`src/rtl/cpu_seq_pkg.sv`:
```
// Shared encodings for the multi-cycle RV32I sequencer: state codes,
// PC source and address-mux selections, and the bundle of control strobes
// the sequencer produces each cycle.
package cpu_seq_pkg;

  // Sequencer states; the numeric values are visible on the debug port.
  localparam logic [2:0] ST_FETCH   = 3'd0;
  localparam logic [2:0] ST_DECODE  = 3'd1;
  localparam logic [2:0] ST_EXECUTE = 3'd2;
  localparam logic [2:0] ST_MEM     = 3'd3;
  localparam logic [2:0] ST_WB      = 3'd4;
  localparam logic [2:0] ST_HALTED  = 3'd5;
  localparam logic [2:0] ST_FAULT   = 3'd6;

  // Next-PC mux: sequential PC+4 or branch/jump target.
  localparam logic PC_SRC_SEQ = 1'b0;
  localparam logic PC_SRC_TGT = 1'b1;

  // Memory address mux: PC for instruction fetch, ALU result for data.
  localparam logic ADDR_PC  = 1'b0;
  localparam logic ADDR_ALU = 1'b1;

  // Per-cycle datapath strobes driven by the sequencer.
  typedef struct packed {
    logic mem_req;
    logic mem_we;
    logic addr_sel;
    logic ir_load;
    logic pc_write;
    logic pc_src;
    logic rf_we;
  } seq_ctrl_t;

endpackage

```
`src/rtl/mem_wait_timer.sv`:
```
// Counts how long the current memory request has been stalled and flags
// the cycle on which the wait budget runs out.
module mem_wait_timer #(
  parameter int MEM_TIMEOUT = 16
) (
  input  logic clk,
  input  logic rst_n,
  input  logic clear,
  input  logic count,
  output logic expired
);

  localparam int CW = $clog2(MEM_TIMEOUT);
  localparam logic [CW-1:0] LAST = CW'(MEM_TIMEOUT - 1);

  logic [CW-1:0] wait_cnt;

  // The budget is spent only when the last allowed cycle also stalls, so a
  // ready arriving on that cycle (count low) still completes normally.
  assign expired = count && (wait_cnt == LAST);

  // Stall counter: restarts on every state entry, advances on stalled cycles.
  always_ff @(posedge clk or negedge rst_n) begin
    if (!rst_n) begin
      wait_cnt <= '0;
    end else if (clear) begin
      wait_cnt <= '0;
    end else if (count && !expired) begin
      wait_cnt <= wait_cnt + 1'b1;
    end
  end

endmodule

```
`src/rtl/cpu_sequencer.sv`:
```
// Multi-cycle control sequencer for the RV32I core: walks each instruction
// through fetch, decode, execute, memory and writeback, drives the PC/IR/
// register-file enables and the shared memory port, counts retirements,
// supports a debug halt at instruction boundaries and faults on a stuck
// memory or an illegal opcode.
module cpu_sequencer
  import cpu_seq_pkg::*;
#(
  parameter int MEM_TIMEOUT = 16,
  parameter int INSTRET_W   = 32
) (
  input  logic                 clk,
  input  logic                 rst_n,
  input  logic                 reg_write,
  input  logic                 mem_read,
  input  logic                 mem_write,
  input  logic                 branch,
  input  logic                 jump,
  input  logic                 illegal,
  input  logic                 branch_taken,
  input  logic                 mem_ready,
  input  logic                 halt_req,
  output logic                 mem_req,
  output logic                 mem_we,
  output logic                 addr_sel,
  output logic                 ir_load,
  output logic                 pc_write,
  output logic                 pc_src,
  output logic                 rf_we,
  output logic                 halted,
  output logic                 fault,
  output logic [2:0]           state,
  output logic [INSTRET_W-1:0] instret
);

  logic [2:0]           state_q;
  logic [2:0]           state_next;
  logic                 entry_q;
  logic                 state_change;
  logic                 wait_count;
  logic                 timer_expired;
  seq_ctrl_t            ctrl;
  logic [INSTRET_W-1:0] instret_q;

  assign state_change = (state_next != state_q);

  mem_wait_timer #(
    .MEM_TIMEOUT(MEM_TIMEOUT)
  ) u_wait_timer (
    .clk    (clk),
    .rst_n  (rst_n),
    .clear  (state_change),
    .count  (wait_count),
    .expired(timer_expired)
  );

  // Next-state and strobe decode; a few strobes depend on the current
  // inputs so that a completing request is acted on in the same cycle.
  always_comb begin
    ctrl       = '0;
    state_next = state_q;
    wait_count = 1'b0;

    case (state_q)
      ST_FETCH: begin
        if (entry_q && halt_req) begin
          state_next = ST_HALTED;
        end else begin
          ctrl.mem_req  = 1'b1;
          ctrl.addr_sel = ADDR_PC;
          wait_count    = !mem_ready;
          if (mem_ready) begin
            ctrl.ir_load = 1'b1;
            state_next   = ST_DECODE;
          end else if (timer_expired) begin
            state_next = ST_FAULT;
          end
        end
      end

      ST_DECODE: begin
        state_next = illegal ? ST_FAULT : ST_EXECUTE;
      end

      ST_EXECUTE: begin
        if (mem_write || mem_read) begin
          state_next = ST_MEM;
        end else if (reg_write) begin
          state_next = ST_WB;
        end else begin
          ctrl.pc_write = 1'b1;
          ctrl.pc_src   = (branch && branch_taken) ? PC_SRC_TGT : PC_SRC_SEQ;
          state_next    = ST_FETCH;
        end
      end

      ST_MEM: begin
        ctrl.mem_req  = 1'b1;
        ctrl.addr_sel = ADDR_ALU;
        ctrl.mem_we   = mem_write;
        wait_count    = !mem_ready;
        if (mem_ready) begin
          if (mem_write) begin
            ctrl.pc_write = 1'b1;
            ctrl.pc_src   = PC_SRC_SEQ;
            state_next    = ST_FETCH;
          end else begin
            state_next = ST_WB;
          end
        end else if (timer_expired) begin
          state_next = ST_FAULT;
        end
      end

      ST_WB: begin
        ctrl.rf_we    = 1'b1;
        ctrl.pc_write = 1'b1;
        ctrl.pc_src   = jump ? PC_SRC_TGT : PC_SRC_SEQ;
        state_next    = ST_FETCH;
      end

      ST_HALTED: begin
        if (!halt_req) begin
          state_next = ST_FETCH;
        end
      end

      ST_FAULT: begin
        state_next = ST_FAULT;
      end

      default: begin
        state_next = ST_FAULT;
      end
    endcase
  end

  // State register plus a flag marking the first cycle spent in a state,
  // which is the only point where a halt request is honoured.
  always_ff @(posedge clk or negedge rst_n) begin
    if (!rst_n) begin
      state_q <= ST_FETCH;
      entry_q <= 1'b1;
    end else begin
      state_q <= state_next;
      entry_q <= state_change;
    end
  end

  // Retired-instruction counter: one tick per PC update, wrapping freely.
  always_ff @(posedge clk or negedge rst_n) begin
    if (!rst_n) begin
      instret_q <= '0;
    end else if (ctrl.pc_write) begin
      instret_q <= instret_q + 1'b1;
    end
  end

  // Strobes are masked by reset so an in-flight request drops the instant
  // reset is asserted, not at the next clock edge.
  assign mem_req  = rst_n & ctrl.mem_req;
  assign mem_we   = rst_n & ctrl.mem_we;
  assign addr_sel = rst_n & ctrl.addr_sel;
  assign ir_load  = rst_n & ctrl.ir_load;
  assign pc_write = rst_n & ctrl.pc_write;
  assign pc_src   = rst_n & ctrl.pc_src;
  assign rf_we    = rst_n & ctrl.rf_we;
  assign halted   = (state_q == ST_HALTED);
  assign fault    = (state_q == ST_FAULT);
  assign state    = state_q;
  assign instret  = instret_q;

endmodule

```
`config.mk`:
```
export PLATFORM = sky130hd
export DESIGN_NAME = cpu_sequencer
export DESIGN_NICKNAME = d
export VERILOG_FILES = /design/src/rtl/cpu_seq_pkg.sv /design/src/rtl/mem_wait_timer.sv /design/src/rtl/cpu_sequencer.sv
export SDC_FILE = /design/constraint.sdc
export NUM_CORES = 1
export LEC_CHECK = 0
export CORE_ASPECT_RATIO = 1.2
export CORE_MARGIN = 1.5
export CORE_UTILIZATION = 52
export DETAILED_ROUTE_END_ITERATION = 8
export HOLD_SLACK_MARGIN = 0.06
export PLACE_DENSITY = 0.84
export REMOVE_ABC_BUFFERS = 1
export SLEW_MARGIN = 20
export SYNTH_ARGS = -nofsm -noshare
export SYNTH_HDL_FRONTEND = slang
export SYNTH_SLANG_ARGS = --single-unit
```
`constraint.sdc`:
```
create_clock -name clk -period 3.7 [get_ports clk]
set_input_delay 0.74 -clock clk [delete_from_list [all_inputs] [get_ports clk]]
set_output_delay 0.74 -clock clk [all_outputs]
set_load 0.02 [all_outputs]
```
==> out/qor.csv, run 1 <==
stage,metric,value,unit
worst_setup_path,CP Capture Type,output pin,
logic_synthesis,Post-synth EDFFs,0,
power_and_ir_drop,sw frac,36.0,%
worst_setup_path,CP Cell Sequence,"clkdlybuf4s50_1, or4b_4, o22ai_4, or2_2, and2_1, clkdlybuf4s50_1",
logic_synthesis,Synth Instances,216,
timing,fin. max-slew vios,0,
drt,vias,1838,
worst_setup_path,"Arr. time, crit path",2.82,ns
final_layout,area of the multi-input gates,1090,um2
logic_synthesis,Yosys top cell area share,45.5,%
power_and_ir_drop,Cell Int Power,0.963,mW
logic_synthesis,synthesized-area fraction occupied by and/or/nand/nor cells,24.5,%
run_status,status,"complete, no violations",
worst_setup_path,CP startpoint kind,primary input,
cts,Clock Path Buffers,2,
cts,later-pin clock latency in the skew report,0.30,ns
final_layout,layout cells sized above 1,9.68,%
logic_synthesis,adder-cell share of the synthesized area,1.17,%
final_layout,Antenna Cells,0,
power_and_ir_drop,Comb pwr share,38.0,%
die,num rows,25,
grt,met3 Use GR,3.70,%
grt,largest net degree at the start of global routing,20,
drt,length of the first detailed-routing pass in iterations,4,
logic_synthesis,Ys Warns,0,
cts,Post-CTS Hold Buffers,0,
logic_synthesis,post-synthesis mux area share,1.46,%
grt,vias in the first global route,1783,
timing,worst-margin pin slew,0.550,ns
drt,Routed WL,4860,um
power_and_ir_drop,pwr/cell area,522,nW/um2
timing,setup TNS,0,ns
die,die height,73.4,um
power_and_ir_drop,Switch Pwr,0.542,mW
logic_synthesis,Yosys cell types,44,
die,Die Wd,61.7,um
drt,DRC violations left,0,
grt,busiest grt layer,met2,
worst_setup_path,"most used cell, CP",clkdlybuf4s50_1,
cts,clock sink total,40,
timing,f_max,0.281,GHz
hold_path,Hold/Removal Path Class,in -> async,
die,# IOs,55,
timing,RSZ-0062 raised after global routing,false,
grt,first-pass GRT wire length,8170,um
logic_synthesis,Post-Syn Area,2150,um2
cts,Inserted Clock Buffers,5,
cts,CTS resizes,0,
drt,Routed Antenna Nets,0,
grt,met2 Use GR,39.6,%
cts,root buf cell,clkbuf_8,
final_layout,Layout area overhead,34.3,%
timing,final setup violation count,0,
final_layout,final std cells w/o fill,333,
placed_design,placed instance count,325,
logic_synthesis,Async SR Flop Fraction,100,%
grt,GR Overflow Total,0,
worst_setup_path,worst-path fanout max,4,
placed_design,Placer Congestion,0.831,
timing,Worst slew margin,63.2,%
die,Starting Density,54.5,%
worst_setup_path,CP peak stage delay,0.60,ns
grt,Tot GR Track Use,24.1,%
cts,"Reg clk slew, reported paths",0.07,ns
power_and_ir_drop,part of the power in registers,38.6,%
logic_synthesis,top_reg_cell synth,dfrtp_1,
timing,final worst-path cycle share,96.1,%
timing,setup ws final,0.144,ns
timing,WHS,0.310,ns
final_layout,Final Core Density,73.2,%
logic_synthesis,Synth Register Bits,40,
logic_synthesis,Synth area leaders,"dfrtp_1, xor2_1, xnor2_1, nor2_1, nand3_1",
worst_setup_path,CP Data Required Time,2.96,ns
cts,H-Tree Depth,2,
timing,Final Skew,0.00872,ns
grt,initial antenna violation count,0,
cts,post-CTS setup buffers,0,
final_layout,most frequent cells in the layout,"clkdlybuf4s50_1, dfrtp_1, nor2_1",
worst_setup_path,Critical R2R Launch,state[1],
placed_design,Port Buf Inserts,54,
power_and_ir_drop,peak supply drop,0.373,mV
final_layout,FF+latch area,1000,um2
logic_synthesis,largest family of logic cells by synthesized area,simple AND/OR/NAND/NOR gates,
flow_run,MaxCap Viol Count,0,
worst_setup_path,CP max stage cell,clkdlybuf4s50_1,
worst_setup_path,crit path launch,mem_write,
drt,vias per cell,5.52,
placed_design,Post-Place Worst Slack,0.160,ns
logic_synthesis,largest area contributor in the netlist,dfrtp_1,
timing,fin crit period,3.56,ns
final_layout,"most common cell after layout, fill and taps aside",clkdlybuf4s50_1,
logic_synthesis,post-synthesis compound-gate area fraction,10.3,%
worst_setup_path,WS Path Type,in -> out,
placed_design,HPWL after detailed placement,3670,um
logic_synthesis,"Seq/Total Area, Yosys",46.7,%
die,Core ar.,3940,um2
final_layout,fin nets,291,
logic_synthesis,Post-Syn Area per Cell,9.94,um2
grt,routing usage on met1,30.2,%
drt,DR iter-0 viols,82,
timing,Final Hold Viols,0,
logic_synthesis,XOR/XNOR Fraction of Synth Area,13.5,%
drt,DR WL/cell,14.6,um
cts,CTS tree,yes,
power_and_ir_drop,clock power share,23.4,%
final_layout,FILL cells,312,
die,DIE AREA,4530,um2
power_and_ir_drop,LEAKAGE,1.26,nW
==> stage by stage <==
stage	cell area (um2)	power [mW]
6_report	2880	1.51
5_1_grt	2880	1.59
4_1_cts	2880	1.51
3_5_place_dp	2780	1.16
3_3_place_gp	2780	1.15
2_1_floorplan	2120	0.910
==> sequential cells by signal, indices dropped and copies added (netlist names) <==
name and flops:
state 3, instret 32, u_wait_timer.wait_cnt 4, entry_q 1
==> synthesized netlist by cell type, drive strengths merged (3+ instances only) <==
master  number
dfrtp       39
nor2        23
xor2        19
nand2       16
nand3       14
xnor2       14
nor3        11
inv          7
and3         6
and2         5
clkbuf       5
nor4         5
o21ai        5
a21oi        4
nand4        4
nand2b       3
o221ai       3
or2          3
==> layout make-up <==
cell class	count	share of cell area, %
clock buffer	6	2.52
clock inverter	2	1.21
inverter	7	0.911
multi-input combinational	163	37.9
sequential	40	34.8
tap	54	2.34
timing repair buffer	61	20.4
==> per-layer routing <==
| layer | vias to the layer above | wire length [um] | share of wire [%] |
|---|---|---|---|
| li1 | 880 | - | - |
| met4 | 0 | 111 | 2.3 |
| met2 | 60 | 2490 | 51 |
| met1 | 886 | 2040 | 42 |
| met5 | - | 0 | 0 |
| met3 | 12 | 219 | 4.5 |
==> path summary, 6_finish.rpt <==
check,to,slack (ns),depth (start not counted)
max in group asynchronous,entry_q,2.84,2
hold reg to reg,instret[31],0.48,1
setup / recovery,pc_write,0.14,6
min in group clk,instret[31],0.48,1
hold / removal,instret[25],0.31,1
setup reg to reg,instret[20],1.55,5
==> cells by family after synthesis <==
family / after synthesis
adders and majority gates: 2
xor gates and xnor gates: 33
AOI/OAI and AO/OA: 27
muxes: 3
and+or+nand+nor: 98
buffers and inverters: 13
DFF: 40
==> critical path: cells and delay by family <==
kind                   cells  cell delay, ns
buffers and inverters      2            1.06
AND/OR/NAND/NOR            3            0.88
AO/OA/AOI/OAI              1            0.14
==> power groups by stage <==
| stage | sequential (mW) | clock [mW] | combinational, mW |
|---|---|---|---|
| floorplan | 0.641 | 0 | 0.269 |
| global placement | 0.587 | 0 | 0.560 |
| detailed placement | 0.590 | 0 | 0.572 |
| CTS | 0.581 | 0.356 | 0.574 |
| global route | 0.592 | 0.380 | 0.620 |
| finish | 0.581 | 0.352 | 0.572 |
(Power assumes the default switching activity.)
==> inputs of run 2 (changes only) <==
REMOVE_ABC_BUFFERS = not set   (was 1)
==> run 2 against run 1 <==
Design area decreased by 0.78%. Sequential share of layout area increased by 0.27 points. Combinational power about the same. Final cell count decreased by 0.30%. Clock skew decreased by 0.0024 ns. Setup slack got worse by 0.016 ns. Clock-buffer cell count unchanged. Register-to-register slack improved by 0.11 ns. Clock power decreased by 15%. Highest routed layer unchanged. Hold slack improved by 0.018 ns. Sequential power decreased by 1%.
==> out/qor.csv, run 2 (synthesis gave the netlist of run 1 again) <==
stage,metric,value,unit,change
timing,final setup violation count,0,,unchanged
timing,final worst-path cycle share,96.5,%,was 96.1%
grt,largest net degree at the start of global routing,19,,was 20
grt,Tot GR Track Use,23.1,%,was 24.1%
die,Die Wd,61.7,um,unchanged
die,die height,73.4,um,unchanged
grt,GR Overflow Total,0,,unchanged
worst_setup_path,FF-to-FF path depth,5,,unchanged
drt,length of the first detailed-routing pass in iterations,4,,unchanged
timing,fin. max-slew vios,0,,unchanged
worst_setup_path,"Arr. time, crit path",2.83,ns,was 2.82 ns
timing,setup TNS,0,ns,unchanged
drt,DRC violations left,0,,unchanged
power_and_ir_drop,pwr/cell area,505,nW/um2,was 522 nW/um2
cts,later-pin clock latency in the skew report,0.29,ns,was 0.30 ns
logic_synthesis,Syn Nets,229,,
die,Core ar.,3940,um2,unchanged
cts,Clock Path Buffers,2,,unchanged
worst_setup_path,CP startpoint kind,primary input,,unchanged
cts,post-CTS setup buffers,0,,unchanged
cts,Post-CTS Hold Buffers,0,,unchanged
cts,CTS tree,yes,,unchanged
final_layout,"most common cell after layout, fill and taps aside",clkdlybuf4s50_1,,unchanged
timing,worst-margin pin slew,0.573,ns,was 0.550 ns
worst_setup_path,worst-path fanout max,4,,unchanged
final_layout,Layout area overhead,33.3,%,was 34.3%
drt,DR iter-0 viols,64,,was 82
flow_run,MaxCap Viol Count,0,,unchanged
drt,DR WL/cell,14.2,um,was 14.6 um
worst_setup_path,CP Data Required Time,2.96,ns,about the same
die,DIE AREA,4530,um2,unchanged
final_layout,FILL cells,313,,was 312
worst_setup_path,FF-to-FF setup slack,1.66,ns,was 1.55 ns
drt,Routed Antenna Nets,0,,unchanged
worst_setup_path,WS Path Type,in -> out,,unchanged
cts,"Reg clk slew, reported paths",0.08,ns,was 0.07 ns
die,Starting Density,54.5,%,unchanged
timing,f_max,0.280,GHz,was 0.281 GHz
grt,initial antenna violation count,0,,unchanged
cts,Inserted Clock Buffers,5,,unchanged
final_layout,Largest register FFs,32,,unchanged
cts,clock sink total,40,,unchanged
final_layout,Antenna Cells,0,,unchanged
cts,root buf cell,clkbuf_8,,unchanged
drt,Routed WL,4730,um,was 4860 um
worst_setup_path,CP Capture Type,output pin,,unchanged
power_and_ir_drop,peak supply drop,0.331,mV,was 0.373 mV
timing,Final Skew,0.00635,ns,was 0.00872 ns
drt,vias,1823,,was 1838
final_layout,layout cells sized above 1,9.71,%,was 9.68%
grt,vias in the first global route,1693,,was 1783
grt,first-pass GRT wire length,7710,um,was 8170 um
power_and_ir_drop,Pwr Total,1.45,mW,was 1.51 mW
hold_path,Hold/Removal Path Class,in -> async,,unchanged
final_layout,fin nets,290,,was 291
timing,Final Hold Viols,0,,unchanged
placed_design,HPWL after detailed placement,3480,um,was 3670 um
placed_design,Port Buf Inserts,54,,unchanged
drt,vias per cell,5.49,,was 5.52
worst_setup_path,Critical R2R Launch,state[0],,was state[1]
cts,CTS resizes,0,,unchanged
final_layout,most frequent cells in the layout,"clkdlybuf4s50_1, dfrtp_1, nor2_1",,unchanged
timing,Worst slew margin,61.5,%,was 63.2%
die,num rows,25,,unchanged
worst_setup_path,endpoint of the worst register-to-register path,instret[18],,was instret[20]
power_and_ir_drop,LEAKAGE,1.25,nW,was 1.26 nW
cts,H-Tree Depth,2,,unchanged
placed_design,Placer Congestion,0.922,,was 0.831
timing,RSZ-0062 raised after global routing,false,,unchanged
timing,fin crit period,3.57,ns,was 3.56 ns
die,# IOs,55,,unchanged
run_status,status,"complete, no violations",,unchanged
run 2: worst max path at each step:
stage,start,end,slack [ns],cells past startpoint
finish,mem_write,pc_src,0.13,6
global route,mem_write,pc_src,0.06,6
CTS,mem_write,pc_src,0.11,6
detailed placement,mem_write,pc_src,0.11,6
global placement,mem_write,pc_write,0.20,6
floorplan,mem_read,pc_src,0.99,4
run 2: power by group:
part           internal, mW  leakage (nW)  switching [mW]
Sequential            0.495         0.527          0.0784
Clock                 0.149        0.0510           0.150
Combinational         0.263         0.677           0.310
run 2: final cells by class:
type	instances	area, um2	area share, %
multi-input combinational	163	1090	38.2
sequential	40	1000	35.0
timing repair buffer	60	581	20.3
clock buffer	6	82.6	2.89
tap	54	67.6	2.36
inverter	7	26.3	0.918
clock inverter	2	10.0	0.350
run 2: stage by stage:
stage          worst slack (ns)  cell area [um2]  hold slack, ns  util, %  cells
2_1_floorplan             0.993             2150           0.444        -    216
3_3_place_gp              0.197             2770           0.456     70.3    324
3_5_place_dp              0.111             2770           0.461     70.3    324
4_1_cts                   0.107             2860           0.335     72.6    332
5_1_grt                  0.0561             2860           0.348     72.6    332
6_report                  0.128             2860           0.329     72.6    332
run 2: per-layer routing:
layer / vias up / GRT usage (%) / part of all wire (%)
met1: 881 / 30.6 / 44
met5: - / 0 / 0
li1: 873 / - / -
met2: 63 / 37.1 / 50
met4: 0 / 8.98 / 1.4
met3: 6 / 4.23 / 4.7
run 2: critical path: stages:
cell and delay (ns):
clkdlybuf4s50_1 0.46, or4b_4 0.56, nor2_1 0.11, nand3_1 0.10, a21boi_0 0.22, clkdlybuf4s50_1 0.64
